==> config.mk <==
export PLATFORM = sky130hd
export DESIGN_NAME = game_flow_controller
export DESIGN_NICKNAME = d
export VERILOG_FILES = /design/src/rtl/game_flow_controller.sv
export SDC_FILE = /design/constraint.sdc
export NUM_CORES = 1
export LEC_CHECK = 0
export BUFFER_PORTS_ARGS = -buffer_cell sky130_fd_sc_hd__buf_2
export CORE_ASPECT_RATIO = 1.5
export CORE_MARGIN = 2
export CORE_UTILIZATION = 45
export CTS_CLUSTER_SIZE = 12
export DETAILED_ROUTE_END_ITERATION = 8
export PLACE_DENSITY = 0.81
export SYNTH_ARGS = -nofsm -noshare
export SYNTH_HDL_FRONTEND = slang
export SYNTH_SLANG_ARGS = --single-unit
==> constraint.sdc <==
create_clock -name clock -period 2.7 [get_ports clock]
set_clock_uncertainty 0.1 [all_clocks]
set_input_delay 0.81 -clock clock [delete_from_list [all_inputs] [get_ports clock]]
set_output_delay 0.81 -clock clock [all_outputs]
set_load 0.02 [all_outputs]
==> src/rtl/game_flow_controller.sv <==
// ----------------------------------------------------------------------------
// game_flow_controller
//
// Pong screen sequencer: MAIN menu, PLAYING, PAUSED and GAME_OVER. Debounces
// the raw pause/select buttons into single-cycle press pulses, then drives
// the menu GUI enables, the game-core run/reset controls and the latched
// winner flag. All outputs are registered.
//
// Optional build macro: IDLE_TIMEOUT_EN
//   defined   - PAUSED returns to MAIN after IDLE_TIMEOUT cycles without a press
//   undefined - PAUSED persists until a press
//
// Ports:
//   clock            in   system clock
//   reset            in   synchronous, active-high reset
//   btn_pause_n      in   raw pause button, active low
//   btn_select_n     in   raw select button, active low
//   main_selection   in   [2:0] main menu choice (0 = start)
//   paused_selection in   [2:0] paused menu choice (0 continue, 1 restart, 2 main)
//   score_left       in   [3:0] left player score
//   score_right      in   [3:0] right player score
//   state            out  [2:0] MAIN=0, PLAYING=1, PAUSED=2, GAME_OVER=3
//   main_menu_en     out  high while in MAIN
//   paused_menu_en   out  high while in PAUSED
//   gameover_en      out  high while in GAME_OVER
//   game_run         out  high while in PLAYING
//   game_reset       out  one-cycle clear pulse for scores and positions
//   menu_reset_n     out  active-low one-cycle pulse clearing the menus
//   winner           out  0 = left, 1 = right; latched on GAME_OVER entry
// ----------------------------------------------------------------------------

// Button debouncer: 2-flop synchronizer, stability counter, falling-edge pulse.
module game_flow_debounce #(
   parameter int DEBOUNCE_CYCLES = 16
) (
   input  logic clock,
   input  logic reset,
   input  logic btn_n,
   output logic press
);
   localparam int CW = $clog2(DEBOUNCE_CYCLES + 1);
   localparam logic [CW-1:0] CNT_LAST = CW'(DEBOUNCE_CYCLES - 1);
   localparam logic [CW-1:0] CNT_ONE  = CW'(1);
   localparam logic [CW-1:0] CNT_ZERO = CW'(0);

   logic          sync1;
   logic          sync2;
   logic          stable;
   logic [CW-1:0] cnt;

   // Synchronize, count consecutive differing samples, flip level and pulse.
   always_ff @(posedge clock) begin
      if (reset) begin
         sync1  <= 1'b1;
         sync2  <= 1'b1;
         stable <= 1'b1;
         cnt    <= CNT_ZERO;
         press  <= 1'b0;
      end else begin
         sync1 <= btn_n;
         sync2 <= sync1;
         press <= 1'b0;
         if (sync2 != stable) begin
            if (cnt == CNT_LAST) begin
               stable <= sync2;
               cnt    <= CNT_ZERO;
               // Only a released-to-pressed flip (stable was 1) is a press.
               press  <= stable;
            end else begin
               cnt <= cnt + CNT_ONE;
            end
         end else begin
            cnt <= CNT_ZERO;
         end
      end
   end
endmodule

module game_flow_controller #(
   parameter int DEBOUNCE_CYCLES = 16,
   parameter int WIN_SCORE       = 5,
   parameter int IDLE_TIMEOUT    = 1800
) (
   input  logic       clock,
   input  logic       reset,
   input  logic       btn_pause_n,
   input  logic       btn_select_n,
   input  logic [2:0] main_selection,
   input  logic [2:0] paused_selection,
   input  logic [3:0] score_left,
   input  logic [3:0] score_right,
   output logic [2:0] state,
   output logic       main_menu_en,
   output logic       paused_menu_en,
   output logic       gameover_en,
   output logic       game_run,
   output logic       game_reset,
   output logic       menu_reset_n,
   output logic       winner
);
   typedef enum logic [2:0] {
      ST_MAIN      = 3'd0,
      ST_PLAYING   = 3'd1,
      ST_PAUSED    = 3'd2,
      ST_GAME_OVER = 3'd3
   } state_t;

   localparam logic [3:0] WIN_LEVEL = 4'(WIN_SCORE);

   state_t cur_state;
   state_t next_state;
   logic   sel_press;
   logic   pause_press;
   logic   after_reset;
   logic   left_win;
   logic   right_win;
   logic   idle_expired;
   logic   next_winner;
   logic   next_game_reset;
   logic   next_menu_reset_n;

   game_flow_debounce #(.DEBOUNCE_CYCLES(DEBOUNCE_CYCLES)) u_db_select (
      .clock (clock),
      .reset (reset),
      .btn_n (btn_select_n),
      .press (sel_press)
   );

   game_flow_debounce #(.DEBOUNCE_CYCLES(DEBOUNCE_CYCLES)) u_db_pause (
      .clock (clock),
      .reset (reset),
      .btn_n (btn_pause_n),
      .press (pause_press)
   );

   assign left_win  = (score_left  >= WIN_LEVEL);
   assign right_win = (score_right >= WIN_LEVEL);
   assign state     = cur_state;

`ifdef IDLE_TIMEOUT_EN
   localparam int IW = $clog2(IDLE_TIMEOUT + 1);
   localparam logic [IW-1:0] IDLE_LAST = IW'(IDLE_TIMEOUT);
   localparam logic [IW-1:0] IDLE_ONE  = IW'(1);
   localparam logic [IW-1:0] IDLE_ZERO = IW'(0);

   logic [IW-1:0] idle_cnt;

   assign idle_expired = (idle_cnt == IDLE_LAST);

   // Idle counter: runs while PAUSED persists, clears on entry and on any press.
   always_ff @(posedge clock) begin
      if (reset) begin
         idle_cnt <= IDLE_ZERO;
      end else if ((cur_state == ST_PAUSED) && (next_state == ST_PAUSED) &&
                   !sel_press && !pause_press) begin
         idle_cnt <= idle_cnt + IDLE_ONE;
      end else begin
         idle_cnt <= IDLE_ZERO;
      end
   end
`else
   // Timeout compiled out; the parameter is non-negative so this stays low.
   assign idle_expired = (IDLE_TIMEOUT < 32'sd0);
`endif

   // State register.
   always_ff @(posedge clock) begin
      if (reset) begin
         cur_state <= ST_MAIN;
      end else begin
         cur_state <= next_state;
      end
   end

   // Next-state and next-output decode.
   always_comb begin
      next_state        = cur_state;
      next_winner       = winner;
      // Stretch the reset pulses one cycle past reset release.
      next_game_reset   = after_reset;
      next_menu_reset_n = ~after_reset;
      case (cur_state)
         ST_MAIN: begin
            if (sel_press && (main_selection == 3'd0)) begin
               next_state      = ST_PLAYING;
               next_game_reset = 1'b1;
            end else begin
               next_state = ST_MAIN;
            end
         end
         ST_PLAYING: begin
            if (left_win || right_win) begin
               next_state  = ST_GAME_OVER;
               next_winner = right_win && !left_win;
            end else if (pause_press) begin
               next_state        = ST_PAUSED;
               next_menu_reset_n = 1'b0;
            end else begin
               next_state = ST_PLAYING;
            end
         end
         ST_PAUSED: begin
            // A valid select beats a simultaneous pause press.
            if (sel_press && (paused_selection <= 3'd2)) begin
               case (paused_selection)
                  3'd0: next_state = ST_PLAYING;
                  3'd1: begin
                     next_state      = ST_PLAYING;
                     next_game_reset = 1'b1;
                  end
                  3'd2: begin
                     next_state        = ST_MAIN;
                     next_menu_reset_n = 1'b0;
                  end
                  default: next_state = ST_PAUSED;
               endcase
            end else if (pause_press) begin
               next_state = ST_PLAYING;
            end else if (idle_expired && !sel_press) begin
               next_state        = ST_MAIN;
               next_menu_reset_n = 1'b0;
            end else begin
               next_state = ST_PAUSED;
            end
         end
         ST_GAME_OVER: begin
            if (sel_press) begin
               next_state        = ST_MAIN;
               next_menu_reset_n = 1'b0;
            end else begin
               next_state = ST_GAME_OVER;
            end
         end
         default: begin
            next_state        = ST_MAIN;
            next_game_reset   = 1'b1;
            next_menu_reset_n = 1'b0;
         end
      endcase
   end

   // Output registers, updated together with the state change.
   always_ff @(posedge clock) begin
      if (reset) begin
         after_reset    <= 1'b1;
         winner         <= 1'b0;
         game_reset     <= 1'b1;
         menu_reset_n   <= 1'b0;
         main_menu_en   <= 1'b1;
         paused_menu_en <= 1'b0;
         gameover_en    <= 1'b0;
         game_run       <= 1'b0;
      end else begin
         after_reset    <= 1'b0;
         winner         <= next_winner;
         game_reset     <= next_game_reset;
         menu_reset_n   <= next_menu_reset_n;
         main_menu_en   <= (next_state == ST_MAIN);
         paused_menu_en <= (next_state == ST_PAUSED);
         gameover_en    <= (next_state == ST_GAME_OVER);
         game_run       <= (next_state == ST_PLAYING);
      end
   end
endmodule

; Yosys cells after proc, flatten, opt, wreduce, memory -nomap -nowiden
; Cells that the tools add are included.
[word_totals]
reg_bits = 29
out_inout_bits = 10
elab_cells = 78
[op_classes]
n_addsub = 2
n_lt_le_gt_ge = 3
n_eq_ne = 12
muxes = 19
bitwise = 5
reduce_logical = 18
[op_table]
columns = operator, count
row1 = 3-bit by 2-bit == test with 1-bit output (second input constant), 5
row2 = 3-bit zero test, 4
row3 = 3-bit one-hot mux with 4 select lines, 1
row4 = 3-bit OR reduction, 4
row5 = 5-bit by 1-bit adder with 5-bit output (second input constant), 2
row6 = 5-bit by 4-bit == test with 1-bit output (second input constant), 2
row7 = 1-bit two-way mux, 10
row8 = 3-bit by 1-bit == test with 1-bit output (second input constant), 3
row9 = 4-bit by 3-bit greater-or-equal comparator with 1-bit output (second input constant), 2
row10 = 2-bit two-way mux, 4
row11 = 2-bit AND reduction, 3
row12 = 1-bit NOT, 5
row13 = 1-bit one-hot mux with 4 select lines, 1
row14 = 2-bit one-hot mux with 2 select lines, 1
row15 = 2-bit OR reduction, 2
row16 = 3-bit by 2-bit less-or-equal comparator with 1-bit output (second input constant), 1
row17 = 1-bit logical AND, 3
row18 = 3-bit two-way mux, 1
row19 = 1-bit one-hot mux with 3 select lines, 1
row20 = 1-bit inequality test, 2
row21 = 1-bit zero test, 1
row22 = 1-bit logical OR, 1

; Longest topological paths before layout
[depth]
depth_word = 6
depth_mapped = 5
mapped_depth_nobuf = 5

; Modules after synthesis
; A second synthesis with hierarchy kept.
[hier_totals]
cells_unflattened = 107
area_unflattened_um2 = 1131.1
[by_module_without_submodules]
columns = mod, instances, cells_each, area_each_um2, seq_area_each_um2
row1 = game_flow_debounce, 2, 29, 321.6, 180.2
row2 = game_flow_controller, 1, 49, 488.0, 200.2

; Least setup slack after synthesis
; Ideal clock, no wire load.
[synth_timing]
path_kind = in2reg
from = input score_right[1]
to = register game_run
t_arrival_ns = 1.753
required_time_ns = 2.527
slack_ns = 0.774
path_stages = 4
n_path_buf = 0
cell_sequence = o21a_1 > o41ai_1 > o311a_1 > nor3b_2
[synth_via]
elab_chain_cells = 5
[synth_lines]
columns = item, line_no
row1 = start: declaration, 91  ; input logic [3:0] score_right,
row2 = 4-bit by 3-bit greater-or-equal comparator with 1-bit output, 137  ; assign right_win = (score_right >= WIN_LEVEL);
row3 = 1-bit logical OR, 192  ; if (left_win || right_win) begin
row4 = 2-bit two-way mux, 192
row5 = 3-bit one-hot mux with 4 select lines, 182  ; case (cur_state)
row6 = 3-bit by 1-bit == test with 1-bit output, 261  ; game_run <= (next_state == ST_PLAYING);
row7 = end signal: assignment, 261
row8 = end: declaration, 96  ; output logic game_run,
; No other way between the ends.
; A chain may end at the register's enable or synchronous reset.

; Final worst setup path
[layout_timing]
from = register cur_state[1] (netlist: state[1])
to = output state[1]
[layout_rtl]
columns = item, line_no
row1 = start: declaration, 110  ; state_t cur_state;
row2 = start signal: assignment, 171  ; cur_state <= next_state;
row3 = end: declaration, 92  ; output logic [2:0] state,
; No word-level cell between the ends.

==> impl_metrics.env <==
export IMPL_htreeDepth=1
export IMPL_portBuffers=26
export IMPL_cts_sinks=28
export IMPL_antenna_left=0
export IMPL_grt_overflow=0
export IMPL_worstSetupEndpointType="output port"
export IMPL_yosys_warnings=0
export IMPL_rows=22
export IMPL_drtIter0Drc=26
export IMPL_grt_busiest_layer="met2"
export IMPL_max_freq_mhz=523
export IMPL_syn_cell_area_mm2=0.00111
export IMPL_required_ns=1.79
export IMPL_first_global_vias=860
export IMPL_clk_latency_ns=0.32
export IMPL_die_area_mm2=0.00288
export IMPL_timing_final_crit_share=0.708
export IMPL_die_h_um=64.8
export IMPL_layout_drive_gt1_share=0.293
export IMPL_ys_seq_area_frac=0.506
export IMPL_clockBufferDepth=2
export IMPL_fin_nets=156
export IMPL_hold_buffers=0
export IMPL_arrival_ns=1.00
export IMPL_routed_via_count=842
export IMPL_synth_async_reset_ratio=0
export IMPL_use_met3=0.0279
export IMPL_hold_violations=0
export IMPL_setup_violations=0
export IMPL_tns_ns=0
export IMPL_worst_setup_path_type="reg2out"
export IMPL_vias_per_cell=5.36
export IMPL_reg2regPathDepth=5
export IMPL_cp_top_family="flip-flops"
export IMPL_power_leakage_uw=0.000537
export IMPL_antenna_found_initial=0
export IMPL_crit_chain="buf_2"
export IMPL_dp_cells=153
export IMPL_die_width_um=44.5
export IMPL_drt_pass1_iterations=3
export IMPL_met2_usage=0.261
export IMPL_cts_tree="built"
export IMPL_peakVddDrop_mv=0.333
export IMPL_period_minus_slack_ns=1.91
export IMPL_cp_slowest_cell="dfxtp_1"
export IMPL_cap_violations=0
export IMPL_cp_max_fo=9
export IMPL_hold_class="reg2reg"
export IMPL_synth_fp_nets=128
export IMPL_crit_buf_inv=1
export IMPL_final_cell_count_no_fill=157
export IMPL_ys_types=35
export IMPL_rsz0062_at_grt="no"
export IMPL_drv_slew=0
export IMPL_hpwl_um=1460
export IMPL_initial_core_util=0.463
export IMPL_drt_wl_total_um=1850
export IMPL_cts_inserted_buffers=3
export IMPL_drcViolationCount=0
export IMPL_avgSynthCellArea_um2=10.5
export IMPL_grt_max_degree=21
export IMPL_gp_congestion=0.751
export IMPL_core_area_mm2=0.00239
export IMPL_synth_main_ff_cell="dfxtp_1"
export IMPL_area_growth_pct=17.8
export IMPL_ys_ff_latch=28
export IMPL_grt_first_pass_wirelength_um=3130
export IMPL_outcome="finished clean"
export IMPL_whs_path_depth=1
export IMPL_synth_edf_count=0
export IMPL_n_antenna_cell=0
export IMPL_power_density_mw_per_mm2=552
export IMPL_grt_use_met1=0.131
export IMPL_routedWlPerCell_um=11.8
export IMPL_cts_root_buffer="clkbuf_4"
export IMPL_cpPeakStageDelay_ns=0.48
export IMPL_track_usage=0.143
export IMPL_io_pins=28
export IMPL_cts_setup_buffers=0
export IMPL_syn_inst=106
export IMPL_cp_depth=1
export IMPL_fill_cells=208
export IMPL_path_clk_slew_ns=0.14
export IMPL_crit_path_start_kind="flip-flop"
export IMPL_cts_resized=0
==> cell usage in the layout (no fill, tap or decap) <==
cell,synthesis,routed
nor4bb_1,2,2
ha_1,4,4
o221a_4,1,1
nor4_1,1,1
inv_1,5,5
xnor2_1,4,4
nand3_1,2,2
or3b_4,1,1
a311oi_1,1,1
clkbuf_4,0,3
nor2b_1,4,4
and3_1,2,2
conb_1,1,1
nand2_1,4,4
nor2_1,13,13
or2_2,4,4
xor2_1,2,2
buf_2,0,26
dfxtp_1,28,28
nor4_4,1,1
o311a_1,1,1
a21o_1,1,1
bufinv_16,0,1
a211o_1,2,2
nor3b_2,2,2
o21ai_0,2,2
o21a_1,3,3
or3_1,2,2
nor3_1,1,1
and2b_1,2,2
nor3b_1,2,2
o221ai_1,1,1
a211oi_1,1,1
nand3b_1,1,1
nand4bb_1,1,1
o41ai_1,1,1
==> worst paths after layout <==
kind,endpoint,slack [ns],from
worst max register to register,u_db_select.cnt[3],1.00,u_db_select.cnt[0]
worst min register to register,u_db_select.sync2,0.32,u_db_select.sync1
worst min-delay path,u_db_select.sync2,0.32,u_db_select.sync1
worst max-delay path,state[1],0.79,state[1]
==> kinds of logic after synthesis <==
| kind of cell | share of synthesized area |
|---|---|
| flip-flops | 0.506 |
| AO/OA/AOI/OAI | 0.109 |
| buffers and inverters | 0.0305 |
| XOR/XNOR | 0.0474 |
| adder cells (fa/ha/maj) | 0.0451 |
| AND/OR/NAND/NOR | 0.258 |
| other | 0.00338 |
==> report_power, final <==
group          switching, uW  internal (uW)
logic                   18.3           16.2
clock network            114            150
registers               2.66            419
==> Yosys cell counts (2+ instances only) <==
cell type	n	share of area
a211o_1	2	0.016
and2b_1	2	0.014
and3_1	2	0.011
clkbuf_1	2	0.0068
dfxtp_1	28	0.51
ha_1	4	0.045
inv_1	5	0.017
nand2_1	4	0.014
nand3_1	2	0.0090
nor2_1	13	0.044
nor2b_1	4	0.023
nor3b_1	2	0.014
nor3b_2	2	0.023
nor4bb_1	2	0.018
o21a_1	3	0.020
o21ai_0	2	0.0090
or2_2	4	0.023
or3_1	2	0.011
xnor2_1	4	0.032
xor2_1	2	0.016
==> area by class of cell <==
class / count / area, um^2 / area share
flip-flops and latches: 28 / 561 / 0.429
well taps: 24 / 30.0 / 0.0230
repair buffers: 26 / 130 / 0.0996
multi-input cells: 70 / 514 / 0.394
clock inverters: 1 / 30.0 / 0.0230
inverters: 5 / 18.8 / 0.0144
clock buffers: 3 / 22.5 / 0.0172
==> per-layer routing <==
layer  vias to the layer above  routed length (um)
met1                       385                 679
li1                        419                   -
met3                         8                 129
met4                         0                  70
met5                         -                   0
met2                        30                 968
==> per-stage QoR <==
stage	instance area, um^2	utilization	total power (uW)	hold WS [ns]	setup slack [ns]
3_5_place_dp	1250	0.524	466	0.293	0.548
5_1_grt	1310	0.545	749	0.348	0.718
4_1_cts	1310	0.545	729	0.326	0.774
2_1_floorplan	1110	-	450	0.289	0.774
3_3_place_gp	1250	0.524	464	0.293	0.629
6_report	1310	0.545	721	0.325	0.787
Note: power is estimated with default switching activity, not from simulation.
